==> src/rtl/determ_decoder.sv <==
// determ_decoder: decodes a deterministic bipolar bitstream (1 = +1, 0 = -1)
// into a signed frame sum over FRAME_LEN accepted bits.
// The result is held with a valid/ready handshake.
// Optional feature: define DETERM_DECODER_OVF_EN to add the sticky ovf output.
// ovf flags bits that arrive while a finished result is waiting to be taken.
// OUT_W must be at least clog2(FRAME_LEN+1)+1 so that +/-FRAME_LEN fits without wrap.
module determ_decoder #(
  parameter int FRAME_LEN = 256,
  parameter int OUT_W     = 10
) (
  input  logic                    CLK,
  input  logic                    nRST,
  input  logic                    start,
  input  logic                    bit_in,
  input  logic                    bit_valid,
  output logic signed [OUT_W-1:0] y,
  output logic                    y_valid,
  input  logic                    y_ready,
  output logic                    busy
`ifdef DETERM_DECODER_OVF_EN
  ,
  output logic                    ovf
`endif
);

  localparam int CNT_W = $clog2(FRAME_LEN);
  localparam logic [CNT_W-1:0] LAST_IDX = CNT_W'(FRAME_LEN - 1);
  localparam logic signed [OUT_W-1:0] PLUS_ONE  = OUT_W'(1);
  localparam logic signed [OUT_W-1:0] MINUS_ONE = {OUT_W{1'b1}};

  typedef enum logic [1:0] {
    IDLE  = 2'd0,
    ACCUM = 2'd1,
    HOLD  = 2'd2
  } state_t;

  state_t                    state;
  logic signed [OUT_W-1:0]   acc;
  logic        [CNT_W-1:0]   cnt;

  // Map a bitstream bit onto its bipolar contribution.
  function automatic logic signed [OUT_W-1:0] bipolar_step(input logic b);
    return b ? PLUS_ONE : MINUS_ONE;
  endfunction

  // Frame FSM: accumulate accepted bits, then present and hold the sum.
  always_ff @(posedge CLK) begin
    if (!nRST) begin
      state   <= IDLE;
      acc     <= '0;
      cnt     <= '0;
      y       <= '0;
      y_valid <= 1'b0;
      busy    <= 1'b0;
`ifdef DETERM_DECODER_OVF_EN
      ovf     <= 1'b0;
`endif
    end else begin
      case (state)
        IDLE: begin
          // Bits arriving here are dropped silently.
          if (start) begin
            state <= ACCUM;
            acc   <= '0;
            cnt   <= '0;
            busy  <= 1'b1;
`ifdef DETERM_DECODER_OVF_EN
            ovf   <= 1'b0;
`endif
          end
        end

        ACCUM: begin
          // start is deliberately ignored mid-frame.
          if (bit_valid) begin
            acc <= acc + bipolar_step(bit_in);
            if (cnt == LAST_IDX) begin
              y       <= acc + bipolar_step(bit_in);
              y_valid <= 1'b1;
              cnt     <= '0;
              state   <= HOLD;
            end else begin
              cnt <= cnt + 1'b1;
            end
          end
        end

        HOLD: begin
`ifdef DETERM_DECODER_OVF_EN
          if (bit_valid) begin
            ovf <= 1'b1;
          end
`endif
          if (y_valid && y_ready) begin
            y_valid <= 1'b0;
            if (start) begin
              // Back-to-back frame: skip IDLE entirely.
              state <= ACCUM;
              acc   <= '0;
              cnt   <= '0;
              busy  <= 1'b1;
`ifdef DETERM_DECODER_OVF_EN
              ovf   <= 1'b0;
`endif
            end else begin
              state <= IDLE;
              busy  <= 1'b0;
            end
          end
        end

        default: begin
          state   <= IDLE;
          y_valid <= 1'b0;
          busy    <= 1'b0;
        end
      endcase
    end
  end

endmodule

==> config.mk <==
export PLATFORM = sky130hd
export DESIGN_NAME = determ_decoder
export DESIGN_NICKNAME = d
export VERILOG_FILES = /design/src/rtl/determ_decoder.sv
export SDC_FILE = /design/constraint.sdc
export NUM_CORES = 1
export LEC_CHECK = 0
export CORE_MARGIN = 2
export CORE_UTILIZATION = 30
export CTS_BUF_LIST = sky130_fd_sc_hd__clkbuf_4 sky130_fd_sc_hd__clkbuf_8
export CTS_CLUSTER_DIAMETER = 40
export DETAILED_ROUTE_END_ITERATION = 6
export PLACE_DENSITY_LB_ADDON = 0.3
export SYNTH_ARGS = -nofsm -noshare
export SYNTH_HDL_FRONTEND = slang
export SYNTH_SLANG_ARGS = --single-unit
==> constraint.sdc <==
create_clock -name CLK -period 3.1 [get_ports CLK]
set_input_delay 0.62 -clock CLK [delete_from_list [all_inputs] [get_ports CLK]]
set_output_delay 0.62 -clock CLK [all_outputs]
set_load 0.02 [all_outputs]
# Word-level counts from Yosys, hierarchy flattened
# Cells that the tools add are included.
[word_totals]
reg_bits = 32
input_bits = 6
wordCells = 49
out_inout_bits = 12
[op_classes]
n_mux = 24
eq_ne = 7
add_sub_neg = 2
n_bitwise = 2
reduce_logical = 8
[op_table]
columns = ["op", "n"]
rows = [
  ["$mux 10", 4],
  ["$mux 8", 4],
  ["$pmux 10 s3", 1],
  ["$pmux 8 s3", 1],
  ["$add 10x10->10", 1],
  ["$reduce_and 3->1", 3],
  ["$add 8x1->8 const B", 1],
  ["$eq 8x8->1 const B", 1],
  ["$mux 2", 4],
  ["$ne 2x2->1 const B", 4],
  ["$reduce_and 4->1", 2],
  ["$mux 1", 7],
  ["$pmux 1 s3", 2],
  ["$pmux 2 s3", 1],
  ["$reduce_bool 3->1", 1],
  ["$eq 2x1->1 const B", 1],
  ["$eq 2x2->1 const B", 1],
  ["$logic_not 2->1", 1],
  ["$not 1->1", 2],
  ["$logic_and 1x1->1", 1],
]

# Longest topological paths before layout
[depth]
word_depth = 4
mapped_depth = 7
ltp_nobuf = 7

# Least setup slack after synthesis
# OpenSTA, ideal clock, no wires.
[synth_timing]
path_kind = "input-to-reg"
from = "input port bit_in"
to = "register acc[5]"
path_slack_ns = 0.806
stages = 7
setup_time_ns = 0.118
arrival_ns = 2.176
path_buffers = 0
required_time_ns = 2.982
cell_sequence = "inv_1 -> ha_1 -> and2_1 -> a221o_1 -> or3_1 -> a32oi_1 -> nor2b_1"
[synth_via]
elab_chain_len = 4
[synth_lines]
columns = ["element", "line_no", "source"]
rows = [
  ["start: declaration", "14", "input logic bit_in,"],
  ["$mux 10", "43", "return b ? PLUS_ONE : MINUS_ONE;"],
  ["$add 10x10->10", "76", "acc <= acc + bipolar_step(bit_in);"],
  ["$mux 10", "75", "if (bit_valid) begin"],
  ["$pmux 10 s3", "59", "case (state)"],
  ["end signal: assignment", "76", ""],
  ["end: declaration", "38", "logic signed [OUT_W-1:0] acc;"],
]
# No other way between the ends. The select of a mux whose other input is x is not followed.
# A chain may end at the register's enable or synchronous reset.

# Worst setup path after layout
# Ends and elaborated chain as after synthesis.

==> impl_metrics.env <==
export IMPL_timing_clock_skew_ns=0.00329
export IMPL_gp_congestion=0.820
export IMPL_cts_sink_count=32
export IMPL_synth_enable_flop_cells=0
export IMPL_drt_drc_violations_left=0
export IMPL_yosys_top_cells_area="sky130_fd_sc_hd__dfxtp_1 (36%), sky130_fd_sc_hd__ha_1 (6.2%), sky130_fd_sc_hd__nand2_1 (4.6%)"
export IMPL_synth_cell_types=53
export IMPL_critPathCaptureType="register"
export IMPL_headroom_to_the_max_slew_limit_pct=60.8
export IMPL_cts_repair_resized=0
export IMPL_synth_compound_gate_area_share_pct=25.7
export IMPL_synthDominantAreaCellType="sky130_fd_sc_hd__dfxtp_1"
export IMPL_synth_top_cells_by_count="sky130_fd_sc_hd__dfxtp_1 (32), sky130_fd_sc_hd__nand2_1 (22), sky130_fd_sc_hd__a21oi_1 (15)"
export IMPL_synthMostInstantiatedCell="sky130_fd_sc_hd__dfxtp_1"
export IMPL_rows=28
export IMPL_synth_simple_area_share_pct=23.3
export IMPL_cellLeakagePower_nw=0.813
export IMPL_start_util_pct=30.8
export IMPL_portion_of_total_power_attributed_to_the_clock_network_pct=35.7
export IMPL_cts_tree="yes"
export IMPL_vias=1560
export IMPL_startpoint_type="input port"
export IMPL_io_pins=18
export IMPL_yosys_area_top_type_share_pct=35.5
export IMPL_clk_root_buffer_cell="sky130_fd_sc_hd__clkbuf_8"
export IMPL_total_net_switching_power_mw=0.231
export IMPL_power_per_cell_area_nw_per_um2=406
export IMPL_chipWidth_um=81.5
export IMPL_timing_final_crit_share_pct=86.4
export IMPL_unrepaired_setup_endpoints_after_global_routing="no"
export IMPL_detailed_place_area_um2=2060
export IMPL_post_drt_wl_per_cell_um=13.0
export IMPL_irDropWorstVdd_v=0.000137
export IMPL_largest_net_degree_at_the_start_of_global_routing=17
export IMPL_numCtsBuffers=5
export IMPL_crit_required_ns=3.27
export IMPL_wirelength_mm=3.94
export IMPL_seq_area_frac_synth_pct=35.5
export IMPL_synthAdderAreaFrac_pct=7.36
export IMPL_maxClockFrequency_mhz=373
export IMPL_largest_buffer_count_on_any_clock_path=2
export IMPL_power_switching_share_pct=26.5
export IMPL_worst_ep_arrival_time_ns=2.85
export IMPL_gate_count_after_technology_mapping=208
export IMPL_layout_drive_gt1_share_pct=10.1
export IMPL_h_tree_depth=2
export IMPL_layout_min_cycle_time_ns=2.68
export IMPL_worst_path_max_fanout=8
export IMPL_globalRouteOverflowTotal=0
export IMPL_die_area_um2=6650
export IMPL_area_delta_synth_final_pct=18.8
export IMPL_p_int_mw=0.640
export IMPL_synth_top_flop_cell="sky130_fd_sc_hd__dfxtp_1"
export IMPL_fin_total_pwr_mw=0.870
export IMPL_holdBufCountCts=0
export IMPL_hold_path_class="reg -> reg"
export IMPL_post_dp_hpwl_mm=2.83
export IMPL_grtUsageTotal_pct=12.8
export IMPL_maxCapViolCount=0
export IMPL_r2r_setup_slack_ns=1.11
export IMPL_xor_and_xnor_fraction_of_the_mapped_netlist_area_pct=3.89
export IMPL_drc_violation_total_after_the_first_tritonroute_iteration=89
export IMPL_outcome="complete, no violations"
export IMPL_final_antenna_net_count=0
export IMPL_tightestPinTransition_ns=0.589
export IMPL_clk_transition_reported_paths_ns=0.07
export IMPL_timing_worst_setup_path_type="in -> reg"
export IMPL_via_per_inst=5.15
export IMPL_antenna_cells_inserted=0
export IMPL_yosysWarnings=0
export IMPL_fin_tns_setup_ns=0
export IMPL_drtPass1Iterations=4
export IMPL_io_buffer_count=17
export IMPL_post_cts_repair_timing_setup_buffer_count=0
export IMPL_power_share_sequential_pct=49.4
export IMPL_clk_latency_ns=0.28
export IMPL_ys_async_sr_fraction_pct=0
export IMPL_portion_of_netlist_area_occupied_by_mux_cells_pct=0.555
export IMPL_design_core_area_um2=5850
export IMPL_grt_antenna_before_repair=0
export IMPL_nets=244
export IMPL_main_combinational_cell_family_by_area_after_synthesis="compound AO/OA/AOI/OAI gates"
export IMPL_chipHeight_um=81.5
export IMPL_hold_viol=0
export IMPL_slew_viol_final=0
export IMPL_dp_cells=296
export IMPL_setup_violation_total_in_the_final_timing_report=0
export IMPL_yosys_register_bits=32
export IMPL_grt_pass1_wl_mm=6.51
export IMPL_synth_avg_cell_area_um2=8.67
export IMPL_mappedNetlistNets=224
export IMPL_p_comb_share_pct=14.9
export IMPL_netlist_area_um2=1800
export IMPL_nFillCells=618
export IMPL_final_std_cells_w_o_fill=303
export IMPL_finalInstanceArea_um2=2140
export IMPL_first_global_vias=1422
## through the flow
stage	hold WS, ns	util [%]	setup WS (ns)
finish	0.453	36.6	0.422
detailed placement	0.448	35.2	0.145
CTS	0.458	36.6	0.447
global route	0.492	36.6	0.330
floorplan	0.447	-	0.806
global placement	0.448	35.2	0.174
## cell type report
cell class | instances | area, um^2 | area share, %
sequential | 32 | 641 | 29.9
clock buffer | 6 | 76.3 | 3.56
timing repair buffer | 22 | 208 | 9.70
multi-input combinational | 161 | 1100 | 51.2
tap | 75 | 93.8 | 4.38
clock inverter | 1 | 5.00 | 0.234
inverter | 6 | 22.5 | 1.05
## power by group through the flow
stage	clock network (mW)	registers, mW	logic (mW)
after floorplan	0	0.437	0.0966
after global placement	0	0.438	0.129
final	0.311	0.429	0.130
after CTS	0.320	0.429	0.130
after detailed placement	0	0.439	0.129
after global routing	0.341	0.431	0.146
## state kept, by name, indices dropped and copies added (netlist names)
register,count
y_valid,1
y,10
acc,10
cnt,8
state,2
busy,1
## placed cells by master (no fill, tap or decap), drive strengths merged, types with 5 or more instances in the layout
| cell type | n |
|---|---|
| nand2b | 5 |
| nor2b | 9 |
| inv | 6 |
| nand2 | 22 |
| nor2 | 10 |
| buf | 5 |
| ha | 9 |
| clkbuf | 6 |
| clkdlybuf4s50 | 17 |
| a21oi | 15 |
| xnor2 | 5 |
| o21ai | 11 |
| nand3 | 11 |
| dfxtp | 32 |
## critical path, stage by stage
cell                              delay (ns)
sky130_fd_sc_hd__clkdlybuf4s50_1        0.50
sky130_fd_sc_hd__inv_1                  0.16
sky130_fd_sc_hd__ha_1                   0.38
sky130_fd_sc_hd__and2_1                 0.19
sky130_fd_sc_hd__a221o_1                0.34
sky130_fd_sc_hd__or3_1                  0.38
sky130_fd_sc_hd__a32oi_1                0.21
sky130_fd_sc_hd__nor2b_1                0.06
## layer usage
layer / part of all wire (%) / track usage [%]
met5: 0 / 0
met4: 1.4 / 4.58
met3: 3.2 / 3.96
met2: 46 / 20.6
met1: 49 / 16.1
## worst paths after layout
check / startpoint / endpoint / cells past startpoint
max: bit_in / acc[5] / 8
min: y[4] / y[4] / 2
max reg2reg: acc[0] / acc[8] / 7
min reg2reg: y[4] / y[4] / 2
## kinds of logic after synthesis
| family | count (synthesis) |
|---|---|
| simple gates | 78 |
| compound gates | 64 |
| flops | 32 |
| buf+inv | 15 |
| fa+ha+maj | 10 |
| xor+xnor | 8 |
| mux | 1 |
No activity file was read; power rests on OpenSTA's default activity.
